**config.mk**
```make
export PLATFORM = sky130hd
export DESIGN_NAME = q_gate_seq
export DESIGN_NICKNAME = d
export VERILOG_FILES = /design/src/rtl/q_seq_pkg.sv /design/src/rtl/q_perm4.sv /design/src/rtl/q_gate_seq.sv
export SDC_FILE = /design/constraint.sdc
export NUM_CORES = 1
export LEC_CHECK = 0
export BUFFER_PORTS_ARGS = -buffer_cell sky130_fd_sc_hd__buf_2
export CORE_MARGIN = 2
export CORE_UTILIZATION = 55
export CTS_BUF_LIST = sky130_fd_sc_hd__clkbuf_2
export CTS_CLUSTER_DIAMETER = 40
export DETAILED_ROUTE_END_ITERATION = 10
export HOLD_SLACK_MARGIN = 0.12
export MAX_ROUTING_LAYER = met4
export PLACE_DENSITY_LB_ADDON = 0.2
export SKIP_CTS_REPAIR_TIMING = 1
export SLEW_MARGIN = 20
export SYNTH_ARGS = -nofsm -noshare
export SYNTH_HDL_FRONTEND = slang
export SYNTH_SLANG_ARGS = --single-unit
```
**constraint.sdc**
```tcl
create_clock -name clk -period 6.7 [get_ports clk]
set_clock_uncertainty 0.15 [all_clocks]
set_input_delay 1.34 -clock clk [delete_from_list [all_inputs] [get_ports clk]]
set_output_delay 1.34 -clock clk [all_outputs]
set_load 0.05 [all_outputs]
```
**src/rtl/q_seq_pkg.sv**
```systemverilog
// q_seq_pkg: shared types and constants for the two-qubit gate sequencer.
//   q_op_e        : 3-bit gate opcode (6/7 are illegal, executed as NOP)
//   q_seq_state_e : sequencer FSM state
//   q_amp_t       : one complex amplitude {re, im}, signed fixed point
//   AMP_ONE       : amplitude 1.0 + 0i, the |00> reset value
// The fixed-point macros get local fallbacks so the slice builds on its own.
// When the surrounding datapath defines them, those definitions take over.
`ifndef FIXED_WIDTH
`define FIXED_WIDTH 16
`endif
`ifndef SCALE_FACTOR
`define SCALE_FACTOR 256
`endif
`ifndef FIXED_POINT_CONST_1
`define FIXED_POINT_CONST_1 (`SCALE_FACTOR)
`endif

package q_seq_pkg;

    // Amplitude component width used by q_amp_t.
    localparam int FW = `FIXED_WIDTH;

    typedef enum logic [2:0] {
        OP_NOP       = 3'd0,
        OP_CNOT_C1T0 = 3'd1,
        OP_CNOT_C0T1 = 3'd2,
        OP_X_T       = 3'd3,
        OP_X_C       = 3'd4,
        OP_SWAP      = 3'd5,
        OP_ILL6      = 3'd6,
        OP_ILL7      = 3'd7
    } q_op_e;

    typedef enum logic [1:0] {
        ST_IDLE  = 2'd0,
        ST_RUN   = 2'd1,
        ST_DRAIN = 2'd2
    } q_seq_state_e;

    typedef struct packed {
        logic signed [FW-1:0] re;
        logic signed [FW-1:0] im;
    } q_amp_t;

    localparam q_amp_t AMP_ONE  = '{re: FW'(`FIXED_POINT_CONST_1), im: '0};
    localparam q_amp_t AMP_ZERO = '{re: '0, im: '0};

    function automatic logic op_illegal(input logic [2:0] op);
        return op > 3'd5;
    endfunction

endpackage

```
**src/rtl/q_perm4.sv**
```systemverilog
// q_perm4: combinational permutation of the four amplitudes of a 2-qubit
// state vector. No arithmetic is done, so the result is bit-exact.
//   amp_i : four input amplitudes, index {control,target}
//   op_i  : gate opcode; illegal codes pass the vector through unchanged
//   amp_o : permuted amplitudes
module q_perm4
    import q_seq_pkg::*;
(
    input  q_amp_t [3:0] amp_i,
    input  logic   [2:0] op_i,
    output q_amp_t [3:0] amp_o
);

    always_comb begin
        amp_o = amp_i;
        case (op_i)
            OP_CNOT_C1T0: begin
                amp_o[2] = amp_i[3];
                amp_o[3] = amp_i[2];
            end
            OP_CNOT_C0T1: begin
                amp_o[1] = amp_i[3];
                amp_o[3] = amp_i[1];
            end
            OP_X_T: begin
                amp_o[0] = amp_i[1];
                amp_o[1] = amp_i[0];
                amp_o[2] = amp_i[3];
                amp_o[3] = amp_i[2];
            end
            OP_X_C: begin
                amp_o[0] = amp_i[2];
                amp_o[2] = amp_i[0];
                amp_o[1] = amp_i[3];
                amp_o[3] = amp_i[1];
            end
            OP_SWAP: begin
                amp_o[1] = amp_i[2];
                amp_o[2] = amp_i[1];
            end
            default: ;
        endcase
    end

endmodule

```
**src/rtl/q_gate_seq.sv**
```systemverilog
// q_gate_seq: two-qubit gate program sequencer.
// Holds a 4-amplitude state vector and a command FIFO. In IDLE the host
// loads amplitudes. On start the FIFO is drained one command per cycle
// through q_perm4 until the command marked last. The four amplitudes are
// then streamed out with a valid/ready handshake.
//   clk, rst_n             : clock, synchronous active-low reset
//   load_*                 : amplitude write port (IDLE only)
//   cmd_*                  : command push port (any state)
//   start                  : begin execution (IDLE only)
//   busy, done, err        : status; err is sticky until the next start
//   out_*                  : readout stream, idx 0..3
module q_gate_seq
    import q_seq_pkg::*;
#(
    parameter int FIXED_WIDTH = `FIXED_WIDTH,
    parameter int FIFO_DEPTH  = 4
) (
    input  logic                          clk,
    input  logic                          rst_n,
    input  logic                          load_valid,
    output logic                          load_ready,
    input  logic [1:0]                    load_idx,
    input  logic signed [FIXED_WIDTH-1:0] load_real,
    input  logic signed [FIXED_WIDTH-1:0] load_imag,
    input  logic                          cmd_valid,
    output logic                          cmd_ready,
    input  logic [2:0]                    cmd_op,
    input  logic                          cmd_last,
    input  logic                          start,
    output logic                          busy,
    output logic                          done,
    output logic                          err,
    output logic                          out_valid,
    input  logic                          out_ready,
    output logic [1:0]                    out_idx,
    output logic signed [FIXED_WIDTH-1:0] out_real,
    output logic signed [FIXED_WIDTH-1:0] out_imag
);

    localparam int AW = $clog2(FIFO_DEPTH);

    q_seq_state_e state_q, state_d;

    // Command FIFO: each entry is {op, last}.
    logic [FIFO_DEPTH-1:0][3:0] mem_q;
    logic [AW-1:0]              wr_ptr_q, rd_ptr_q;
    logic [AW:0]                cnt_q, cnt_d;
    logic                       push, pop;
    logic [2:0]                 head_op;
    logic                       head_last;

    q_amp_t [3:0] amp_q, amp_d, perm_amp;
    q_amp_t       out_amp_q, out_amp_d;
    logic         busy_q, busy_d;
    logic         done_q, done_d;
    logic         err_q, err_d;
    logic         out_valid_q, out_valid_d;
    logic [1:0]   out_idx_q, out_idx_d, nxt_idx;
    logic         drain_hs;

    // A full FIFO refuses pushes even when a pop happens in the same cycle.
    assign cmd_ready  = (cnt_q != (AW+1)'(FIFO_DEPTH));
    assign load_ready = (state_q == ST_IDLE);
    assign push       = cmd_valid && cmd_ready;
    assign pop        = (state_q == ST_RUN) && (cnt_q != '0);
    assign {head_op, head_last} = mem_q[rd_ptr_q];
    assign drain_hs   = (state_q == ST_DRAIN) && out_valid_q && out_ready;
    assign nxt_idx    = out_idx_q + 2'd1;

    q_perm4 u_perm (
        .amp_i (amp_q),
        .op_i  (head_op),
        .amp_o (perm_amp)
    );

    always_comb begin
        cnt_d = cnt_q;
        case ({push, pop})
            2'b10:   cnt_d = cnt_q + 1'b1;
            2'b01:   cnt_d = cnt_q - 1'b1;
            default: ;
        endcase
    end

    // FIFO storage needs no reset; occupancy alone says what is valid.
    always_ff @(posedge clk) begin
        if (push) mem_q[wr_ptr_q] <= {cmd_op, cmd_last};
    end

    // State register (plus FIFO pointers and all registered outputs).
    always_ff @(posedge clk) begin
        if (!rst_n) begin
            state_q     <= ST_IDLE;
            wr_ptr_q    <= '0;
            rd_ptr_q    <= '0;
            cnt_q       <= '0;
            amp_q       <= {AMP_ZERO, AMP_ZERO, AMP_ZERO, AMP_ONE};
            busy_q      <= 1'b0;
            done_q      <= 1'b0;
            err_q       <= 1'b0;
            out_valid_q <= 1'b0;
            out_idx_q   <= '0;
            out_amp_q   <= AMP_ZERO;
        end else begin
            state_q     <= state_d;
            if (push) wr_ptr_q <= wr_ptr_q + 1'b1;
            if (pop)  rd_ptr_q <= rd_ptr_q + 1'b1;
            cnt_q       <= cnt_d;
            amp_q       <= amp_d;
            busy_q      <= busy_d;
            done_q      <= done_d;
            err_q       <= err_d;
            out_valid_q <= out_valid_d;
            out_idx_q   <= out_idx_d;
            out_amp_q   <= out_amp_d;
        end
    end

    // Next-state logic.
    always_comb begin
        state_d = state_q;
        case (state_q)
            ST_IDLE:  if (start) state_d = ST_RUN;
            ST_RUN:   if (pop && head_last) state_d = ST_DRAIN;
            ST_DRAIN: if (drain_hs && out_idx_q == 2'd3) state_d = ST_IDLE;
            default:  state_d = ST_IDLE;
        endcase
    end

    // Output and datapath logic, computed one cycle ahead so every output
    // leaves a register.
    always_comb begin
        amp_d       = amp_q;
        err_d       = err_q;
        done_d      = 1'b0;
        busy_d      = (state_d != ST_IDLE);
        out_valid_d = out_valid_q;
        out_idx_d   = out_idx_q;
        out_amp_d   = out_amp_q;
        case (state_q)
            ST_IDLE: begin
                // The load lands at the same edge as start, so it is seen by the program.
                if (load_valid)
                    amp_d[load_idx] = '{re: FW'(load_real), im: FW'(load_imag)};
                if (start) err_d = 1'b0;
            end
            ST_RUN: begin
                if (pop) begin
                    amp_d = perm_amp;
                    if (op_illegal(head_op)) err_d = 1'b1;
                    if (head_last) begin
                        out_valid_d = 1'b1;
                        out_idx_d   = 2'd0;
                        out_amp_d   = perm_amp[0];
                    end
                end
            end
            ST_DRAIN: begin
                if (drain_hs) begin
                    if (out_idx_q == 2'd3) begin
                        out_valid_d = 1'b0;
                        out_idx_d   = 2'd0;
                        out_amp_d   = AMP_ZERO;
                        done_d      = 1'b1;
                    end else begin
                        out_idx_d = nxt_idx;
                        out_amp_d = amp_q[nxt_idx];
                    end
                end
            end
            default: ;
        endcase
    end

    assign busy      = busy_q;
    assign done      = done_q;
    assign err       = err_q;
    assign out_valid = out_valid_q;
    assign out_idx   = out_idx_q;
    assign out_real  = FIXED_WIDTH'(out_amp_q.re);
    assign out_imag  = FIXED_WIDTH'(out_amp_q.im);

endmodule

```
-- Word level (Yosys, flattened, before mapping)
Index checks and enable logic that the tools add are counted.
- flip-flop bits (word level): 191
- logic and storage cells: 122
- mux-type cells: 42
- order comparisons: 7
- add/sub/neg operators: 5
- eq/ne operators: 21
- reductions and logical operators: 24
- operator list (kind ; count):
    two-way mux 128 bit ; 2
    case mux 128 bit (2 select lines) ; 1
    two-way mux 32 bit ; 6
    case mux 32 bit (2 select lines) ; 3
    case mux 32 bit (3 select lines) ; 2
    bitwise mux 128 bit ; 1
    binary-select mux 32 bit (select 2 bit) ; 1
    demux 32 bit (select 2 bit) ; 1
    AND reduction 4 bit ; 5
    bitwise mux 16 bit ; 1
    two-way mux 2 bit ; 7
    < comparator 2 x 3 -> 1 bit, second input constant ; 4
    binary-select mux 4 bit (select 2 bit) ; 1
    demux 4 bit (select 2 bit) ; 1
    logical AND 1 bit ; 8
    two-way mux 1 bit ; 8
    two-way mux 4 bit ; 2
    != test 2 bit, second input constant ; 4
    != test 4 x 2 -> 1 bit, second input constant ; 2
    nonzero test 2 bit ; 4
    adder 2 x 1 -> 2 bit, second input constant ; 3
    equality test 2 bit, second input constant ; 3
    equality test 3 x 2 -> 1 bit, second input constant ; 2
    equality test 3 bit, second input constant ; 2
    17 further kinds ; 25

-- Longest topological paths before layout
Gate-level depths: netlist of the first run.
- depth after elaboration: 7
- gate-level depth with buffers: 12
- gate-level depth less buffers: 10

-- By module
A second synthesis of the first run with hierarchy kept.
- cell total of the unflattened synthesis: 1476
- area, all modules: 13331.5 um2
- by module, submodules not included (module ; instances ; cells an instance ; area an instance (um2)):
    q_gate_seq ; 1 ; 870 ; 9192.6
    q_perm4 ; 1 ; 606 ; 4139.0

-- Worst setup path before layout of the first run
OpenSTA, ideal clock, no wires.
- path kind: input to register
- from: in cmd_valid
- to: reg cnt_q[2]
- stages on the path: 8
- required time: 6.479 ns
- arrival time: 2.711 ns
- setup time: 0.071 ns
- path slack: 3.768 ns
- buffers on the path: 0
- cells stage by stage: and2_1 > inv_1 > ha_1 > inv_1 > fa_1 > xor2_1 > or3_1 > a21oi_1
- cells in the longest elaborated chain, start to end: 3
- ends and longest elaborated chain (element ; line ; source):
    from (decl) ; q_gate_seq.sv:25 ; input logic cmd_valid,
    logical AND 1 bit * ; q_gate_seq.sv:64 ; assign push = cmd_valid && cmd_ready;
    equality test 2 x 1 -> 1 bit / equality test 2 bit (equally long branches) ; q_gate_seq.sv:78 ; case ({push, pop})
    case mux 3 bit (2 select lines) / nonzero test 2 bit (equally long branches) ; - ;
    to (signal assigned) ; q_gate_seq.sv:108 ; cnt_q <= cnt_d;
    to (decl) ; q_gate_seq.sv:47 ; logic [AW:0] cnt_q, cnt_d;
Every way passes the cells marked *; elsewhere a longest branch is shown, timed or not.
A chain may end at the register's enable or synchronous reset.

-- Worst setup path after layout of the first run
- from: reg state_q[0]
- to: reg out_amp_q (netlist bit out_imag[15])
- cells in the longest elaborated chain, start to end: 5
- ends and longest elaborated chain (element ; line ; source):
    from (decl) ; q_gate_seq.sv:42 ; q_seq_state_e state_q, state_d;
    from (signal assigned) ; q_gate_seq.sv:105 ; state_q <= state_d;
    equality test 2 bit ; q_gate_seq.sv:67, q_gate_seq.sv:140 ;
    logical AND 1 bit (2 in series) ; q_gate_seq.sv:67 ; assign drain_hs = (state_q == ST_DRAIN) && out_valid_q && out_ready;
    != test 2 bit (no source line) ; - ;
    AND reduction 4 bit (no source line) ; - ;
    to (signal assigned) ; q_gate_seq.sv:115 ; out_amp_q <= out_amp_d;
    to (decl) ; q_gate_seq.sv:53 ; q_amp_t out_amp_q, out_amp_d;
Parallel ways exist; a longest one is shown, timed or not.

==> results of run 1 <==
-- area by class of cell --
class,instances,area [um2]
Fill cell,1749,7940
Multi-Input combinational cell,899,6210
Sequential cell,191,3990
Timing Repair Buffer,107,602
Tap cell,265,332
Clock inverter,15,148
Clock buffer,17,85.1
Inverter,9,33.8
Antenna cell,1,2.50
-- path summary, 6_finish.rpt --
check,endpoint
max,out_imag[15]
min,out_valid
min reg2reg,out_valid
max reg2reg,out_imag[15]
-- sequential cells by signal, summed over array words and instances, names as in the netlist --
| name | flops |
|---|---|
| out_valid | 1 |
| amp_q | 128 |
| out_real | 16 |
| cnt_q | 3 |
| state_q | 2 |
| busy | 1 |
| done | 1 |
| mem_q | 16 |
| out_idx | 2 |
| wr_ptr_q | 2 |
| rd_ptr_q | 2 |
| err | 1 |
| out_imag | 16 |
-- cell families (layout without fill, tap and decap cells) --
logic type / count (synthesis) / after routing / synth area share, %
mux: 39 / 39 / 7.82
buf+inv: 151 / 148 / 5.88
compound gates: 562 / 562 / 34.8
other cells: 0 / 1 / 0
simple gates: 285 / 285 / 13.0
xor+xnor: 6 / 6 / 0.558
fa+ha+maj: 7 / 7 / 0.884
flops: 191 / 191 / 37.0
-- cells in the mapped netlist (3+ instances only) --
| cell | instances | area [um2] |
|---|---|---|
| sky130_fd_sc_hd__dfxtp_1 | 175 | 3500 |
| sky130_fd_sc_hd__nand2_1 | 138 | 518 |
| sky130_fd_sc_hd__a31oi_1 | 130 | 813 |
| sky130_fd_sc_hd__clkbuf_1 | 102 | 383 |
| sky130_fd_sc_hd__o221ai_1 | 94 | 823 |
| sky130_fd_sc_hd__o21ai_0 | 88 | 440 |
| sky130_fd_sc_hd__a21oi_1 | 70 | 350 |
| sky130_fd_sc_hd__o21ai_1 | 44 | 220 |
| sky130_fd_sc_hd__nand2b_1 | 37 | 231 |
| sky130_fd_sc_hd__mux4_2 | 36 | 811 |
| sky130_fd_sc_hd__nor3_1 | 36 | 180 |
| sky130_fd_sc_hd__o22ai_1 | 33 | 206 |
| sky130_fd_sc_hd__a31o_2 | 32 | 280 |
| sky130_fd_sc_hd__nor3b_1 | 32 | 240 |
| sky130_fd_sc_hd__o21a_1 | 32 | 240 |
| sky130_fd_sc_hd__o22a_1 | 32 | 280 |
| sky130_fd_sc_hd__buf_2 | 29 | 145 |
| sky130_fd_sc_hd__edfxtp_1 | 16 | 480 |
| sky130_fd_sc_hd__nor2_1 | 16 | 60.1 |
| sky130_fd_sc_hd__inv_1 | 7 | 26.3 |
| sky130_fd_sc_hd__buf_1 | 6 | 22.5 |
| sky130_fd_sc_hd__ha_1 | 6 | 75.1 |
| sky130_fd_sc_hd__and3_1 | 5 | 31.3 |
| sky130_fd_sc_hd__nand3_1 | 4 | 20.0 |
| sky130_fd_sc_hd__nor2b_1 | 4 | 25.0 |
| sky130_fd_sc_hd__buf_6 | 3 | 33.8 |
| sky130_fd_sc_hd__xor2_1 | 3 | 26.3 |
-- layer usage --
layer	vias to the layer above	GRT usage (%)	share of wire (%)
met2	629	52.0	46
met5	-	-	0
met4	0	14.8	3.4
li1	4812	-	-
met3	117	5.60	9.9
met1	5027	44.1	41
-- stage by stage --
step | cells | utilization [%]
final | 1504 | 59.0
after global routing | 1504 | 59.0
after CTS | 1502 | 58.9
after detailed placement | 1470 | 57.7
after global placement | 1470 | 57.7
after floorplan | 1241 | -
-- power breakdown --
group | internal, mW | leakage [nW] | total, mW | switching (mW)
registers | 1.42 | 1.58 | 1.73 | 0.317
clock network | 0.121 | 0.140 | 0.593 | 0.473
logic | 0.711 | 1.99 | 2.06 | 1.35
total | 2.25 | 3.71 | 4.39 | 2.14
-- critical path: stages, from the launching register on --
cell and delay [ns]:
sky130_fd_sc_hd__dfxtp_1 0.56, sky130_fd_sc_hd__nor2b_4 0.81, sky130_fd_sc_hd__nand2_1 0.38, sky130_fd_sc_hd__inv_2 0.81, sky130_fd_sc_hd__nand3_1 0.79, sky130_fd_sc_hd__buf_4 0.49
sky130_fd_sc_hd__o22ai_1 0.20
==> results_dict.tcl, run 1 <==
set metrics [dict create \
    dominantRegCellSynth "sky130_fd_sc_hd__dfxtp_1" \
    timing.setup.tns_ns 0 \
    core_area_um2 19300 \
    drt-vias-per-instance 7.04 \
    final_net_count 1276 \
    min_period_over_period_pct 64.5 \
    drt-total-wl_um 33700 \
    synth.lib_cells_used.distinct 51 \
    initial_utilization_pct 55.7 \
    cts_tree "done" \
    peak_ir_drop_on_the_vdd_network_v 0.000300 \
    cp-end-kind "register" \
    dpl-instance-area_um2 11200 \
    clock-root-buffer "sky130_fd_sc_hd__clkbuf_2" \
    clock.fmax_mhz 232 \
    dp_worst_setup_slack_ns 2.50 \
    layout_commonest_cell "sky130_fd_sc_hd__dfxtp_1" \
    synth_nets 1292 \
    first_pass_grt_wire_length_um 53300 \
    regToRegStartpoint "state_q[0]" \
    detail_route.iter0.violations 1186 \
    layout.cells.most_common_list "sky130_fd_sc_hd__dfxtp_1, sky130_fd_sc_hd__nand2_1, sky130_fd_sc_hd__a31oi_1" \
    crit_start_category "register" \
    post_synth.cell_area_avg_um2 8.67 \
    core.rowCount 51 \
    cellLeakagePower_nw 3.71 \
    cp_max_fanout 42 \
    boundaryPins 84 \
    clkSlewWorstSetupHoldPaths_ns 0.33 \
    drv_cap 0 \
    finalSetupViolations 0 \
    cts_max_path_buffers 2 \
    detailed_place_hpwl_um 18500 \
    track_usage_pct 33.8 \
    timing.hold.worst.class "register to register" \
    grt_start_max_net_pins 93 \
    reg2reg_slack_ns 2.38 \
    tightestPinTransition_ns 1.06 \
    first_global_vias 9977 \
    drt-wirelength-per-cell_um 22.4 \
    worstPathArrival_ns 4.93 \
    finalWorstPathRequiredPeriod_ns 4.32 \
    total_power_mw 4.39 \
    io_buffer_count 83 \
    run_status "finished clean" \
    detail_route.drc_violations 0 \
    hold-path-cell-count 2 \
    die_area_um2 20700 \
    detailedRoute.firstPassIterationCount 5 \
    maxSlewViolCount 0 \
    cts_max_level 4 \
    numCtsBuffers 17 \
    postSynthCellCount 1241 \
    synthesized_area_um2 10800 \
    hold_path.startpoint "out_valid" \
    clock-sinks 191 \
    clock_latency_ns 0.85 \
    layout-drive-gt1-share_pct 18.2 \
    worst_setup_path_startpoint "state_q[0]" \
    place.gp.congestion 0.820 \
    number_of_enable_flip_flop_cells_after_synthesis 16 \
    grt_overflow_total 0 \
    postLayoutSetupSlackWorst_ns 2.38 \
    reg2reg_depth 6 \
    synthesis.yosys.warnings 0 \
    worst_ep_required_time_ns 7.32 \
    vias 10600 \
    worst_slew_margin_rel_pct 29.1 \
    whs_ns 0.355 \
    grt_setup_unrepaired "false" \
    area_growth_pct 5.92 \
    fp.dieH_um 144 \
    ys_seq_elements 191 \
    finish.instance_area_um2 11400 \
    timing.final.hold_violations 0 \
    async_reset_ff_share_pct 0 \
    drtAntennaViolNets 0 \
    die_span_in_x_um 144 \
    setup.worst_path.class "register to register" \
    sequential_element_share_of_the_synthesized_area_pct 37.0 \
    power_per_cell_area_nw_per_um2 385 \
    antenna_found_initial 1 \
]
No activity file was read; power rests on OpenSTA's default activity.
==> run 2: changes to the inputs <==
==> constraint.sdc (replaced) <==
create_clock -name clk -period 4.1 [get_ports clk]
set_clock_uncertainty 0.15 [all_clocks]
set_input_delay 0.82 -clock clk [delete_from_list [all_inputs] [get_ports clk]]
set_output_delay 0.82 -clock clk [all_outputs]
set_load 0.05 [all_outputs]
==> results_dict.tcl, run 2 (synthesized netlist as in run 1, its figures left out) <==
set metrics [dict create \
    run_status "finished clean" \
    total_power_mw 7.51 \
    antenna_found_initial 1 \
    final_net_count 1310 \
    reg2reg_depth 6 \
    finalWorstPathRequiredPeriod_ns 3.32 \
    cp_max_fanout 54 \
    postLayoutSetupSlackWorst_ns 0.783 \
    clock_latency_ns 0.85 \
    clock-sinks 191 \
    detailedRoute.firstPassIterationCount 7 \
    cts_max_level 4 \
    layout-drive-gt1-share_pct 18.8 \
    vias 10900 \
    maxSlewViolCount 0 \
    worstSetupEndpoint "amp_q[39]" \
    grt_setup_unrepaired "false" \
    pwr-share-clk_pct 14.7 \
    fillers 1701 \
    total_switching_power_mw 3.58 \
    cp-end-kind "register" \
    detail_route.iter0.violations 1315 \
    regToRegEndpoint "amp_q[39]" \
    timing.final.hold_violations 0 \
    first_global_vias 10100 \
    peak_ir_drop_on_the_vdd_network_v 0.000292 \
    detailed_place_hpwl_um 20400 \
    dpl-instance-area_um2 11400 \
    initial_utilization_pct 55.7 \
    track_usage_pct 34.8 \
    detail_route.drc_violations 0 \
    timing.hold.worst.class "input pin to register" \
    drtAntennaViolNets 0 \
    comb_power_share_pct 47.7 \
    dp_worst_setup_slack_ns 0.959 \
    die_area_um2 20700 \
    crit_start_category "register" \
    fp.dieH_um 144 \
    internal_power_mw 3.93 \
    layout_commonest_cell "sky130_fd_sc_hd__dfxtp_1" \
    p_sw_share_pct 47.6 \
    worst_setup_path_startpoint "rd_ptr_q[0]" \
    place.gp.congestion 0.853 \
    drt-wirelength-per-cell_um 22.8 \
    core.rowCount 51 \
    clkSlewWorstSetupHoldPaths_ns 0.34 \
    finish.cell_count_without_fillers 1538 \
    timing.setup.tns_ns 0 \
    io_buffer_count 83 \
    worst_slew_margin_rel_pct 31.5 \
    cts_tree "done" \
    worst_ep_required_time_ns 4.77 \
    regToRegStartpoint "rd_ptr_q[0]" \
    finalSetupViolations 0 \
    worstPathArrival_ns 3.99 \
    core_area_um2 19300 \
    drt-vias-per-instance 7.09 \
    first_pass_grt_wire_length_um 55100 \
    numCtsBuffers 17 \
    max_ffs_per_register 128 \
    placed_cells 1485 \
    min_period_over_period_pct 80.9 \
    whs_ns 0.115 \
    setup.worst_path.class "register to register" \
    area_growth_pct 10.3 \
    drt-total-wl_um 35000 \
    reg2reg_slack_ns 0.78 \
    finish.instance_area_um2 11900 \
    cts_max_path_buffers 2 \
    tightestPinTransition_ns 1.02 \
    seqPwrFrac_pct 37.7 \
    grt_start_max_net_pins 109 \
    power_per_cell_area_nw_per_um2 633 \
    fin_util_pct 61.4 \
    die_span_in_x_um 144 \
    cellLeakagePower_nw 3.93 \
    layout.cells.most_common_list "sky130_fd_sc_hd__dfxtp_1, sky130_fd_sc_hd__nand2_1, sky130_fd_sc_hd__a31oi_1" \
    clock.fmax_mhz 301 \
    largest_register "amp_q" \
    drv_cap 0 \
    clock-root-buffer "sky130_fd_sc_hd__clkbuf_2" \
    grt_overflow_total 0 \
    boundaryPins 84 \
]
==> run 2: changes by cell type in the layout (fill, tap and decap cells not counted) <==
cell,delta
sky130_fd_sc_hd__and3b_1,+1
sky130_fd_sc_hd__and3b_2,-1
sky130_fd_sc_hd__buf_12,+10
sky130_fd_sc_hd__buf_4,+5
sky130_fd_sc_hd__buf_6,-1
sky130_fd_sc_hd__bufinv_16,+2
sky130_fd_sc_hd__clkinv_4,-4
sky130_fd_sc_hd__dlygate4sd3_1,+20
sky130_fd_sc_hd__inv_6,+1
sky130_fd_sc_hd__inv_8,+1
sky130_fd_sc_hd__nand2b_1,-1
sky130_fd_sc_hd__nand2b_2,+1
==> run 2: power by group through the flow <==
stage	combinational (mW)	clock [mW]	sequential [mW]
floorplan	2.42	0	2.80
global placement	3.42	0	2.84
detailed placement	3.47	0	2.85
CTS	3.48	1.10	2.81
global route	3.83	1.17	2.90
finish	3.58	1.10	2.83
==> run 2: how the worst min path moves through the flow <==
stage	start	to	slack, ns	cells after the start
2_1_floorplan	wr_ptr_q[1]	wr_ptr_q[1]	0.32	2
3_3_place_gp	out_valid	out_valid	0.31	2
3_5_place_dp	out_valid	out_valid	0.31	2
4_1_cts	cmd_op[2]	mem_q[7]	-0.007	1
5_1_grt	load_imag[12]	amp_q[12]	0.12	3
6_report	load_imag[0]	amp_q[32]	0.12	3
==> run 2: layout make-up <==
type                       count  area, um2  area share [%]
antenna                        1       2.50          0.0211
clock buffer                  17       85.1           0.717
clock inverter                15        193            1.62
inverter                       9       33.8           0.285
multi-input combinational    899       6210            52.3
sequential                   191       3990            33.6
tap                          265        332            2.79
timing repair buffer         141       1030            8.66
==> run 2: critical path, stage by stage, from the launching register on <==
cell and delay [ns]:
sky130_fd_sc_hd__dfxtp_1 0.62, sky130_fd_sc_hd__mux4_2 0.76, sky130_fd_sc_hd__xnor2_4 0.36, sky130_fd_sc_hd__o22ai_4 0.40
sky130_fd_sc_hd__buf_4 0.56, sky130_fd_sc_hd__o21ai_0 0.22, sky130_fd_sc_hd__a31oi_1 0.18
==> run 2: routing by layer <==
| layer | vias to the layer above | part of all wire, % | GRT usage (%) |
|---|---|---|---|
| met3 | 103 | 10 | 5.66 |
| met4 | 0 | 3.3 | 14.6 |
| met5 | - | 0 | - |
| li1 | 4890 | - | - |
| met1 | 5192 | 40 | 45.9 |
| met2 | 716 | 46 | 53.2 |
